[config.mk]
export PLATFORM = sky130hd
export DESIGN_NAME = tempsens_avg
export DESIGN_NICKNAME = d
export VERILOG_FILES = /design/src/rtl/tempsens_avg.sv
export SDC_FILE = /design/constraint.sdc
export NUM_CORES = 1
export LEC_CHECK = 0
export BUFFER_PORTS_ARGS = -buffer_cell sky130_fd_sc_hd__buf_2
export CAP_MARGIN = 20
export CELL_PAD_IN_SITES_DETAIL_PLACEMENT = 1
export CELL_PAD_IN_SITES_GLOBAL_PLACEMENT = 1
export CORE_UTILIZATION = 27
export CTS_CLUSTER_DIAMETER = 120
export DETAILED_ROUTE_END_ITERATION = 16
export GPL_TIMING_DRIVEN = 0
export PLACE_DENSITY = 0.56
export REMOVE_ABC_BUFFERS = 1
export SLEW_MARGIN = 10
export SYNTH_ARGS = -nofsm -noshare
export SYNTH_HDL_FRONTEND = slang
export SYNTH_SLANG_ARGS = --single-unit
[constraint.sdc]
create_clock -name clk -period 4 [get_ports clk]
set_clock_uncertainty 0.2 [all_clocks]
set_input_delay 0.2 -clock clk [delete_from_list [all_inputs] [get_ports clk]]
set_output_delay 0.2 -clock clk [all_outputs]
set_load 0.02 [all_outputs]
[src/rtl/tempsens_avg.sv]
// tempsens_avg: sliding-window moving average of calibrated temperature
// results. Keeps the last 2**LOG2_DEPTH samples in a circular buffer and a
// running sum, and publishes the rounded average once the window is full.
//
// Optional feature macro: TEMPSENS_MINMAX_EN
//   defined   -> o_min/o_max track the running min/max since reset/clear
//   undefined -> o_min tied to all ones, o_max tied to zero (no comparators)
//
// Handshake: i_valid is a single-cycle strobe with no ready/back-pressure;
// every cycle with i_valid=1 is an accept unless reset or i_clear is also
// high in that cycle (reset > i_clear > i_valid), so back-to-back strobes are
// each taken without stalling.

module tempsens_avg #(
    parameter int N_VDAC     = 7,
    parameter int LOG2_DEPTH = 3
) (
    input  logic                  clk,
    input  logic                  reset,
    input  logic [N_VDAC-1:0]     i_res,
    input  logic                  i_valid,
    input  logic                  i_clear,
    output logic [N_VDAC-1:0]     o_avg,
    output logic                  o_avg_valid,
    output logic                  o_full,
    output logic [LOG2_DEPTH:0]   o_fill,
    output logic [N_VDAC-1:0]     o_min,
    output logic [N_VDAC-1:0]     o_max
);

    localparam int W   = 1 << LOG2_DEPTH;
    localparam int SW  = N_VDAC + LOG2_DEPTH;  // accumulator width
    localparam int SWE = SW + 1;               // rounding headroom width

    localparam logic [LOG2_DEPTH:0] W_FILL    = (LOG2_DEPTH+1)'(W);
    localparam logic [LOG2_DEPTH:0] W_FILL_M1 = (LOG2_DEPTH+1)'(W - 1);
    localparam logic [SWE-1:0]      HALF      = SWE'(W / 2);

    logic [N_VDAC-1:0]     buf_mem [W];
    logic [LOG2_DEPTH-1:0] wptr;
    logic [LOG2_DEPTH:0]   fill;
    logic [SW-1:0]         sum;
    logic [N_VDAC-1:0]     avg_q;
    logic                  avg_valid_q;

    logic                  full;
    logic                  accept;
    logic                  load_avg;
    logic [N_VDAC-1:0]     oldest;
    logic [SWE-1:0]        sum_new;
    logic [SWE-1:0]        sum_rnd;
    logic [N_VDAC-1:0]     avg_next;
    logic                  unused_bits;

    assign full     = (fill == W_FILL);
    assign accept   = i_valid && !i_clear;
    // The window is full after this accept if it already was, or if this
    // sample is the W-th one.
    assign load_avg = full || (fill == W_FILL_M1);
    assign oldest   = buf_mem[wptr];

    // Next accumulator value and its rounded average.
    always_comb begin
        sum_new  = {1'b0, sum} + SWE'(i_res);
        if (full) begin
            sum_new = sum_new - SWE'(oldest);
        end
        sum_rnd  = sum_new + HALF;
        avg_next = sum_rnd[LOG2_DEPTH +: N_VDAC];
    end

    // Bits that are provably zero or discarded by the shift.
    assign unused_bits = ^{sum_new[SWE-1], sum_rnd[SWE-1], sum_rnd[LOG2_DEPTH-1:0]};

    // Sample storage: contents are don't-care after reset/clear, so no reset.
    always_ff @(posedge clk) begin
        if (!reset && accept) begin
            buf_mem[wptr] <= i_res;
        end
    end

    // Pointer, fill, accumulator and registered average.
    always_ff @(posedge clk) begin
        if (reset || i_clear) begin
            wptr        <= '0;
            fill        <= '0;
            sum         <= '0;
            avg_q       <= '0;
            avg_valid_q <= 1'b0;
        end else begin
            avg_valid_q <= 1'b0;
            if (i_valid) begin
                wptr <= wptr + 1'b1;
                sum  <= sum_new[SW-1:0];
                if (!full) begin
                    fill <= fill + 1'b1;
                end
                if (load_avg) begin
                    avg_q       <= avg_next;
                    avg_valid_q <= 1'b1;
                end
            end
        end
    end

    assign o_avg       = avg_q;
    assign o_avg_valid = avg_valid_q;
    assign o_full      = full;
    assign o_fill      = fill;

`ifdef TEMPSENS_MINMAX_EN
    logic [N_VDAC-1:0] min_q;
    logic [N_VDAC-1:0] max_q;

    // Running extremes of accepted samples since reset/clear.
    always_ff @(posedge clk) begin
        if (reset || i_clear) begin
            min_q <= '1;
            max_q <= '0;
        end else if (i_valid) begin
            if (i_res < min_q) begin
                min_q <= i_res;
            end
            if (i_res > max_q) begin
                max_q <= i_res;
            end
        end
    end

    assign o_min = min_q;
    assign o_max = max_q;
`else
    assign o_min = '1;
    assign o_max = '0;
`endif

endmodule

==> key figures <==
Clock tree
  • Worst-Skew Late Latency: 0.34 ns
  • Clk pin slew, worst setup/hold paths: 0.07 ns
  • CTS tree: done
  • Total CTS buffers: 9
  • H-Tree Depth: 3
  • Clock sink count: 84
  • Clock root cell: clkbuf_16
  • Maximum buffer depth of the clock tree: 2

Synthesis
  • Area leader, netlist: edfxtp_1
  • Post-synth cell types: 66
  • Syn Area/Cell: 12.4 µm²
  • Number of synthesized register bits: 84
  • Yosys top cell area share: 0.389
  • Post-synth EDFFs: 56
  • Synth warn: 0
  • Sequential area share after synthesis: 0.519
  • Mapped Area: 4320 µm²
  • Ys async rst share: 0
  • Top_reg_cell synth: edfxtp_1
  • Synth top area cells: edfxtp_1 39%, dfxtp_1 13%, mux4_2 7.3%
  • Gate Count Post-Synth: 347

Setup path
  • CP Max Fanout: 4
  • Largest delay share family, worst path: simple AND/OR/NAND/NOR gates
  • Reg2reg path depth: 16
  • CP max stage delay: 0.41 ns
  • Worst Path Arrival: 3.99 ns
  • Critical Path Sink Type: flip-flop
  • Crit path kind: reg2reg
  • Worst r2r src: sum[0]
  • Levels on crit path: 16
  • Critical path, cell by cell: ha_4 > fa_2 > a21o_4 > a31o_1 > a211oi_2 > nor2_2 > ha_2 > nor4bb_4 > buf_4 > a31oi_4 > buf_12 > nor4_4 > or4_4 > nand4_4 > a211oi_1 > nor3_2
  • CP startpoint kind: flip-flop
  • Crit path launch: sum[0]
  • CP Buf/Inv Count: 2
  • Slowest cell on the critical path: nor4bb_4
  • Capturing point of the worst reg2reg path: o_avg[6]
  • CP Capture Point: o_avg[6]
  • Worst Path Required: 4.03 ns
  • Reg2reg setup slack: 0.04 ns

Outcome
  • Status: complete, but fails checks
  • Failing checks: hold timing

Finish
  • Syn-to-layout area delta: 19.7%
  • Non-Filler Instances: 600
  • Diode count: 0
  • Post-route cell area: 5170 µm²
  • Most frequent cells in the layout: 56 x edfxtp_1, 36 x nor2_1, 25 x dfxtp_1, 25 x buf_2, 19 x nand2_1
  • # fillers: 1,708
  • Layout cells sized above 1: 0.267
  • Nets@finish: 415
  • Core Util, Final: 0.335
  • Commonest non-fill, non-tap cell in the layout: edfxtp_1

STA
  • Max Freq: 0.252 GHz
  • Final WS setup: 0.0356 ns
  • Rel. slew slack: 0.419
  • Actual slew at the worst max-slew pin: 0.869 ns
  • Final Max Slew Viols: 0
  • RSZ-0062 raised after global routing: yes
  • Fin Hold WS: -0.000495 ns
  • Fin crit share: 0.991
  • Minimum clock period: 3.96 ns
  • Setup violations, final: 0
  • Final-report hold violation count: 3

Global route
  • Initial antenna violation count: 0
  • Vias in the first global route: 2,777
  • GRT Resource Usage Total: 0.126
  • Largest net degree at the start of global routing: 26
  • First-pass GRT wire length: 15,500 µm
  • Gr ovfl total: 0

Detailed routing
  • Antenna-violating nets left: 0
  • DR WL/cell: 16.5 µm
  • Iter 0 DRT Violations: 90
  • Routed vias: 2,752
  • Overall routed net length: 9910 µm
  • Vias per inst: 4.59
  • Remaining DRCs: 0
  • TritonRoute pass-1 iters: 4

Floorplan
  • Die Span X: 128 µm
  • Top Ports: 38
  • Num rows: 45
  • DIE AREA: 16,500 µm²
  • Core area: 15,400 µm²
  • Die Span Y: 128 µm
  • Initial Utilization: 0.280

Placed design
  • Placed cell areas: 4590 µm²
  • Dpl cells: 569
  • IO buf count: 23
  • DP HPWL: 6860 µm
  • Pre-CTS setup slack: -0.850 ns
  • GP Congestion: 0.738

Power and ir drop
  • Leak: 1.83 nW
  • PD cells: 401 nW/µm²
  • Max VDD drop: 0.188 mV

Run
  • Max_cap viols: 0

Worst hold path
  • Worst Hold Class: in2reg
worst min-delay path by stage:
stage,start,end,slack (ns),cells past startpoint
final,i_res[1],buf_mem[3][1],-0.0005,1
after floorplan,i_valid,sum[4],0.1,1
after global routing,i_res[1],buf_mem[4][1],0.009,1
after global placement,sum[3],sum[3],0.26,2
after CTS,i_res[6],buf_mem[0][6],0.002,1
after detailed placement,o_avg[2],o_avg[2],0.28,2
report_power, final:
group / internal [mW] / leakage (nW) / switching, mW
Clock: 0.494 / 0.149 / 0.370
Sequential: 0.932 / 0.733 / 0.00834
Combinational: 0.107 / 0.949 / 0.160
Total: 1.53 / 1.83 / 0.538
cell usage after synthesis, types with 2 or more instances:
master	number
conb_1	2
dfxtp_1	28
or3_1	2
nor4_1	2
nor3_1	7
nand2b_1	7
edfxtp_1	56
and2_1	2
nor2_1	37
ha_1	18
a31oi_1	3
mux2i_1	12
o21a_1	2
nand2_1	19
fa_1	2
mux2_2	2
inv_1	9
a21oi_1	11
clkbuf_1	8
nand3b_1	4
nand4_1	2
o21ai_0	12
a211oi_1	7
mux4_2	14
o21ai_1	2
or2_2	2
xnor2_1	9
nand3_1	5
xor2_1	11
buf_4	14
metal layers:
metal  wire length (µm)  global-route usage  up-vias
li1                   -                   -     1328
met3                220              0.0270        9
met1               4770               0.173     1378
met5                  0                   0        -
met2               4800               0.198       37
met4                121              0.0415        0
registers in the layout, indices dropped and copies added, names as in the netlist, named ones only:
| name | count |
|---|---|
| o_fill | 4 |
| buf_mem | 56 |
| sum | 10 |
| o_avg | 7 |
| o_avg_valid | 1 |
| wptr | 3 |
layout make-up:
class	count	area [µm²]	share of cell area
clock buffers	9	225	0.0436
clock inverters	7	80.1	0.0155
inverters	9	33.8	0.00654
multi-input cells	240	2050	0.396
flip-flops and latches	84	2250	0.436
well taps	211	264	0.0511
repair buffers	40	268	0.0518
timing repair:
action | CTS | global route
hold buffers | 7 | 0
setup endpoints to repair | 9 | 4
resized for setup | 19 | 9
buffers inserted | 4 | 4
pin swaps | 8 | 17
endpoints found under the hold margin | 34 | 0
stage by stage:
stage | power [mW] | setup TNS (ns)
finish | 2.07 | 0
global route | 2.15 | -0.207
CTS | 2.08 | 0
detailed placement | 1.20 | -3.80
global placement | 1.20 | -3.43
floorplan | 1.14 | -0.220
logic make-up after synthesis:
logic type / after synthesis / share of synthesized area
compound gates: 53 / 0.0872
xor+xnor: 21 / 0.0443
fa+ha+maj: 20 / 0.0614
buf+inv: 35 / 0.0458
flops: 84 / 0.519
mux: 29 / 0.109
other cells: 2 / 0.00174
simple gates: 103 / 0.131
Note: power is estimated with default switching activity, not from simulation.
